### src/rtl/lighting_seq_if.sv
// Board-side bundle for lighting_seq: button/mode switches in, colour code and change strobe out.
interface lighting_seq_if #(
  parameter int WIDTH = 3
);
  logic             button;
  logic [1:0]       mode;
  logic [WIDTH-1:0] colour;
  logic             changed;

  modport master (output button, output mode, input colour, input changed);
  modport slave  (input button, input mode, output colour, output changed);
endinterface

### src/rtl/lighting_seq.sv
// LED colour sequencer: debounced manual stepping, auto forward/reverse stepping, or hold.
// Colour cycles through 1..2^WIDTH-2, never all-zeros or all-ones.
//
// state    | meaning
// MANUAL   | step forward on each debounced press
// AUTO_FWD | step forward every AUTO_DIV cycles
// AUTO_REV | step backward every AUTO_DIV cycles
// HOLD     | colour frozen, prescaler parked at 0
module lighting_seq #(
  parameter int WIDTH    = 3,
  parameter int DEBOUNCE = 4,
  parameter int AUTO_DIV = 8
) (
  input logic          clk,
  input logic          rst,
  lighting_seq_if.slave bus
);
  localparam int CW = $clog2(DEBOUNCE + 1);
  localparam int PW = $clog2(AUTO_DIV);
  localparam logic [CW-1:0]    DB_LAST  = CW'(DEBOUNCE - 1);
  localparam logic [PW-1:0]    DIV_LAST = PW'(AUTO_DIV - 1);
  localparam logic [WIDTH-1:0] MIN      = WIDTH'(1);
  localparam logic [WIDTH-1:0] MAX      = {{(WIDTH-1){1'b1}}, 1'b0};

  typedef enum logic [1:0] {
    MANUAL   = 2'b00,
    AUTO_FWD = 2'b01,
    AUTO_REV = 2'b10,
    HOLD     = 2'b11
  } mode_t;

  mode_t            state, state_n;
  logic             s1, s2, btn_db, btn_db_d;
  logic [CW-1:0]    cnt;
  logic [PW-1:0]    presc, presc_n;
  logic [WIDTH-1:0] colour, colour_n;
  logic             changed, changed_n;
  logic             press, step_fwd, step_rev;

  assign press = btn_db & ~btn_db_d;

  // Debouncer runs in every mode so a button already held when entering manual does not step.
  always_ff @(posedge clk) begin
    if (rst) begin
      s1       <= 1'b0;
      s2       <= 1'b0;
      btn_db   <= 1'b0;
      btn_db_d <= 1'b0;
      cnt      <= '0;
    end else begin
      s1       <= bus.button;
      s2       <= s1;
      btn_db_d <= btn_db;
      if (s2 == btn_db) begin
        cnt <= '0;
      end else if (cnt == DB_LAST) begin
        btn_db <= s2;
        cnt    <= '0;
      end else begin
        cnt <= cnt + 1'b1;
      end
    end
  end

  always_comb begin
    state_n   = mode_t'(bus.mode);
    presc_n   = presc;
    colour_n  = colour;
    changed_n = 1'b0;
    step_fwd  = 1'b0;
    step_rev  = 1'b0;
    // A mode change restarts the prescaler and suppresses any step on that edge.
    if (state_n != state) begin
      presc_n = '0;
    end else begin
      case (state)
        MANUAL: begin
          presc_n  = '0;
          step_fwd = press;
        end
        AUTO_FWD, AUTO_REV: begin
          if (presc == DIV_LAST) begin
            presc_n  = '0;
            step_fwd = (state == AUTO_FWD);
            step_rev = (state == AUTO_REV);
          end else begin
            presc_n = presc + 1'b1;
          end
        end
        default: presc_n = '0;
      endcase
    end
    if (step_fwd) begin
      colour_n  = (colour == MAX) ? MIN : colour + 1'b1;
      changed_n = 1'b1;
    end else if (step_rev) begin
      colour_n  = (colour == MIN) ? MAX : colour - 1'b1;
      changed_n = 1'b1;
    end
  end

  always_ff @(posedge clk) begin
    if (rst) begin
      state   <= MANUAL;
      presc   <= '0;
      colour  <= MIN;
      changed <= 1'b0;
    end else begin
      state   <= state_n;
      presc   <= presc_n;
      colour  <= colour_n;
      changed <= changed_n;
    end
  end

  assign bus.colour  = colour;
  assign bus.changed = changed;
endmodule
### src/flat_wrapper.sv
// flat-port wrapper written by rule: the top's interface ports become plain ports
module lighting_seq_flat 
#(
  parameter int WIDTH    = 3,
  parameter int DEBOUNCE = 4,
  parameter int AUTO_DIV = 8
)
  (clk, rst, bus_button, bus_mode, bus_colour, bus_changed);
  lighting_seq_if #(.WIDTH(WIDTH)) bus_i ();
  input logic clk;
  input logic rst;
  input wire logic [$bits(bus_i.button)-1:0] bus_button;
  input wire logic [$bits(bus_i.mode)-1:0] bus_mode;
  output wire logic [$bits(bus_i.colour)-1:0] bus_colour;
  output wire logic [$bits(bus_i.changed)-1:0] bus_changed;
  assign bus_i.button = bus_button;
  assign bus_i.mode = bus_mode;
  assign bus_colour = bus_i.colour;
  assign bus_changed = bus_i.changed;
  lighting_seq #(.WIDTH(WIDTH), .DEBOUNCE(DEBOUNCE), .AUTO_DIV(AUTO_DIV)) u_core (.clk(clk), .rst(rst), .bus(bus_i));
endmodule
### config.mk
export PLATFORM = sky130hd
export DESIGN_NAME = lighting_seq_flat
export DESIGN_NICKNAME = d
export VERILOG_FILES = /design/src/rtl/lighting_seq_if.sv /design/src/rtl/lighting_seq.sv /design/src/flat_wrapper.sv
export SDC_FILE = /design/constraint.sdc
export NUM_CORES = 1
export LEC_CHECK = 0
export CAP_MARGIN = 20
export CORE_ASPECT_RATIO = 1.1
export CORE_MARGIN = 2
export CORE_UTILIZATION = 24
export CTS_CLUSTER_DIAMETER = 40
export DETAILED_ROUTE_END_ITERATION = 6
export MAX_ROUTING_LAYER = met4
export PLACE_DENSITY = 0.46
export SYNTH_ARGS = -nofsm -noshare
export SYNTH_HDL_FRONTEND = slang
export SYNTH_SLANG_ARGS = --single-unit
### constraint.sdc
create_clock -name clk -period 5.2 [get_ports clk]
set_clock_uncertainty 0.2 [all_clocks]
set_input_delay 1.3 -clock clk [delete_from_list [all_inputs] [get_ports clk]]
set_output_delay 1.3 -clock clk [all_outputs]
set_load 0.02 [all_outputs]
==> metrics.txt <==
status completed; Sw Ratio 0.212; max-cap check violation count 0; Primary FF master, synth dfxtp_1; CTS sink count 16; RSZ-0062 raised after global routing false; vias in the first global route 610; Ant. Diodes 0; initial antenna violation count 0; Slew HR 0.626; PortBufs 8; CP peak stage delay 630 ps; CTS root buf clkbuf_4; Fin. Hold Viols 0; Clk Latency, worst-skew pair 280 ps; Total Wirelength 1370 µm; Remaining Overflow, GRT 0; Pint 176 µW; CTS tree built; critical path endpoint category output pin; crit share post-route 0.545; final net count 110; Pleak 0.409 nW; Worst-Margin Slew 559 ps; CP Launch Type flop; slack of the critical path 2370 ps; Post-Route Setup TNS 0 ps; Synth cell types 28; max-slew violations 0; Initial Util 0.248; R2R setup slack 3400 ps; CTS resizes 0; Comb power frac 0.077; Clock power frac 0.358; H-tree levels 1; post-CTS setup buffers 0; Setup Crit Path Kind reg -> out; largest net degree at the start of global routing 13; sequential fraction of the synthesis area 0.391; core footprint 3300 µm²; detailed placer's ending HPWL 1120 µm; Seq cells post-synth 16; synth warn 0; min cycle time layout 2830 ps; syn nets 98; Vias 580; Post-DRT Antenna Nets 0; site row count 22; Power Density 229 nW/µm²; Worst Path Required 3700 ps; fraction of layout cells with a size suffix above 1 0.0870; DR DRC count 0; most frequent cells in the layout dfxtp_1, ha_1, inv_1, clkdlybuf4s50_1, nor2_1; DRT Pass-1 Iters 2; GRT Overall Usage 0.0889; first-pass GRT wire length 2550 µm; Mapped Cells 81; Sequential Power Share 0.565; Post-synth EDFFs 0; Place WS 2260 ps; CTS Hold Bufs 0; commonest non-fill, non-tap cell in the layout dfxtp_1; die footprint 3890 µm²; CTS max path bufs 2; mapped cell area 818 µm²; vias per cell 4.53; I/O Pins 9; crit path DAT 1330 ps; Crit path max-delay family buffers and inverters; Sw Pwr 47.4 µW; CP Cell Sequence clkdlybuf4s50_1; slowest stage cell, crit path clkdlybuf4s50_1; RD Place Congestion 0.781; Max Clock Freq 0.353 GHz; Mapped Avg Cell Area 10.1 µm²; Hold WC Path Type reg -> reg; P&R area growth vs syn 19.3%; Buf+Inv Stages, Crit Path 1; Crit Path Max Fanout 6; Die Wd 59.7 µm; Post-synth ARST share 0; Tot Pwr 223 µW; wire length per cell 10.7 µm; DR iter-0 viols 6; Final Core Density 0.295; Clk pin slew, worst setup/hold paths 90 ps; Die Height 65.2 µm; Peak VDD IR 0.0000698 V; cts bufs inserted 3; setup violators final 0
==> synthesized netlist by cell type (2+ instances only) <==
cell type | count | share of area
nand2_1 | 2 | 0.0092
mux2i_1 | 2 | 0.024
inv_1 | 8 | 0.037
or3_1 | 2 | 0.015
a21oi_1 | 5 | 0.031
dfxtp_1 | 16 | 0.39
o211ai_1 | 2 | 0.018
xor2_1 | 2 | 0.021
nor2b_1 | 5 | 0.038
ha_1 | 12 | 0.18
a31oi_1 | 2 | 0.015
nor2_1 | 6 | 0.028
nand3_1 | 2 | 0.012
==> layout make-up <==
class | instances | area (µm²)
Timing Repair Buffer | 8 | 80.1
Inverter | 8 | 30.0
Tap cell | 36 | 45.0
Multi-Input combinational cell | 56 | 464
Fill cell | 360 | 2330
Clock buffer | 4 | 36.3
Sequential cell | 16 | 320
==> metal layers <==
layer	vias up	global-route usage	share of wire
met2	9	0.145	0.51
met3	2	0.0236	0.024
met4	0	0.0583	0.020
met5	-	-	0
li1	300	-	-
met1	269	0.0919	0.44
==> path summary, 6_finish.rpt <==
check / cells after the start / from / endpoint
worst max-delay path: 1 / u_core.bus.colour[2]$_SDFFE_PP0P_ / bus_colour[2]
worst min-delay path: 1 / u_core.cnt[0]$_SDFF_PP0_ / u_core.cnt[0]$_SDFF_PP0_
worst max register to register: 6 / u_core.presc[0]$_SDFF_PP0_ / u_core.bus.colour[1]$_SDFFE_PP0P_
worst min register to register: 1 / u_core.cnt[0]$_SDFF_PP0_ / u_core.cnt[0]$_SDFF_PP0_
==> cells by family after synthesis <==
group	count (synthesis)	share of synthesized area
AND/OR/NAND/NOR	26	0.223
flip-flops	16	0.391
AO/OA/AOI/OAI	13	0.104
adder cells (fa/ha/maj)	12	0.183
buffers and inverters	9	0.0413
XOR/XNOR	3	0.0321
multiplexers	2	0.0245
==> state kept, by name, indices dropped and copies added, names as in the netlist <==
| signal | flops |
|---|---|
| u_core.btn_db | 1 |
| u_core.btn_db_d | 1 |
| u_core.bus.colour | 3 |
| u_core.s1 | 1 |
| u_core.state | 2 |
| u_core.presc | 3 |
| u_core.cnt | 3 |
| u_core.bus.changed | 1 |
| u_core.s2 | 1 |
==> power by group through the flow <==
stage / sequential, mW / clock, mW / combinational (mW)
2_1_floorplan: 0.129 / 0 / 0.0114
3_3_place_gp: 0.129 / 0 / 0.0170
3_5_place_dp: 0.129 / 0 / 0.0173
4_1_cts: 0.126 / 0.0848 / 0.0173
5_1_grt: 0.126 / 0.0900 / 0.0192
6_report: 0.126 / 0.0798 / 0.0171
==> metrics by stage <==
step	area, µm²	hold slack (ps)	cells
2_1_floorplan	818	199	81
3_3_place_gp	940	208	124
3_5_place_dp	940	221	124
4_1_cts	976	234	128
5_1_grt	976	249	128
6_report	976	225	128
No activity file was read; power rests on OpenSTA's default activity.
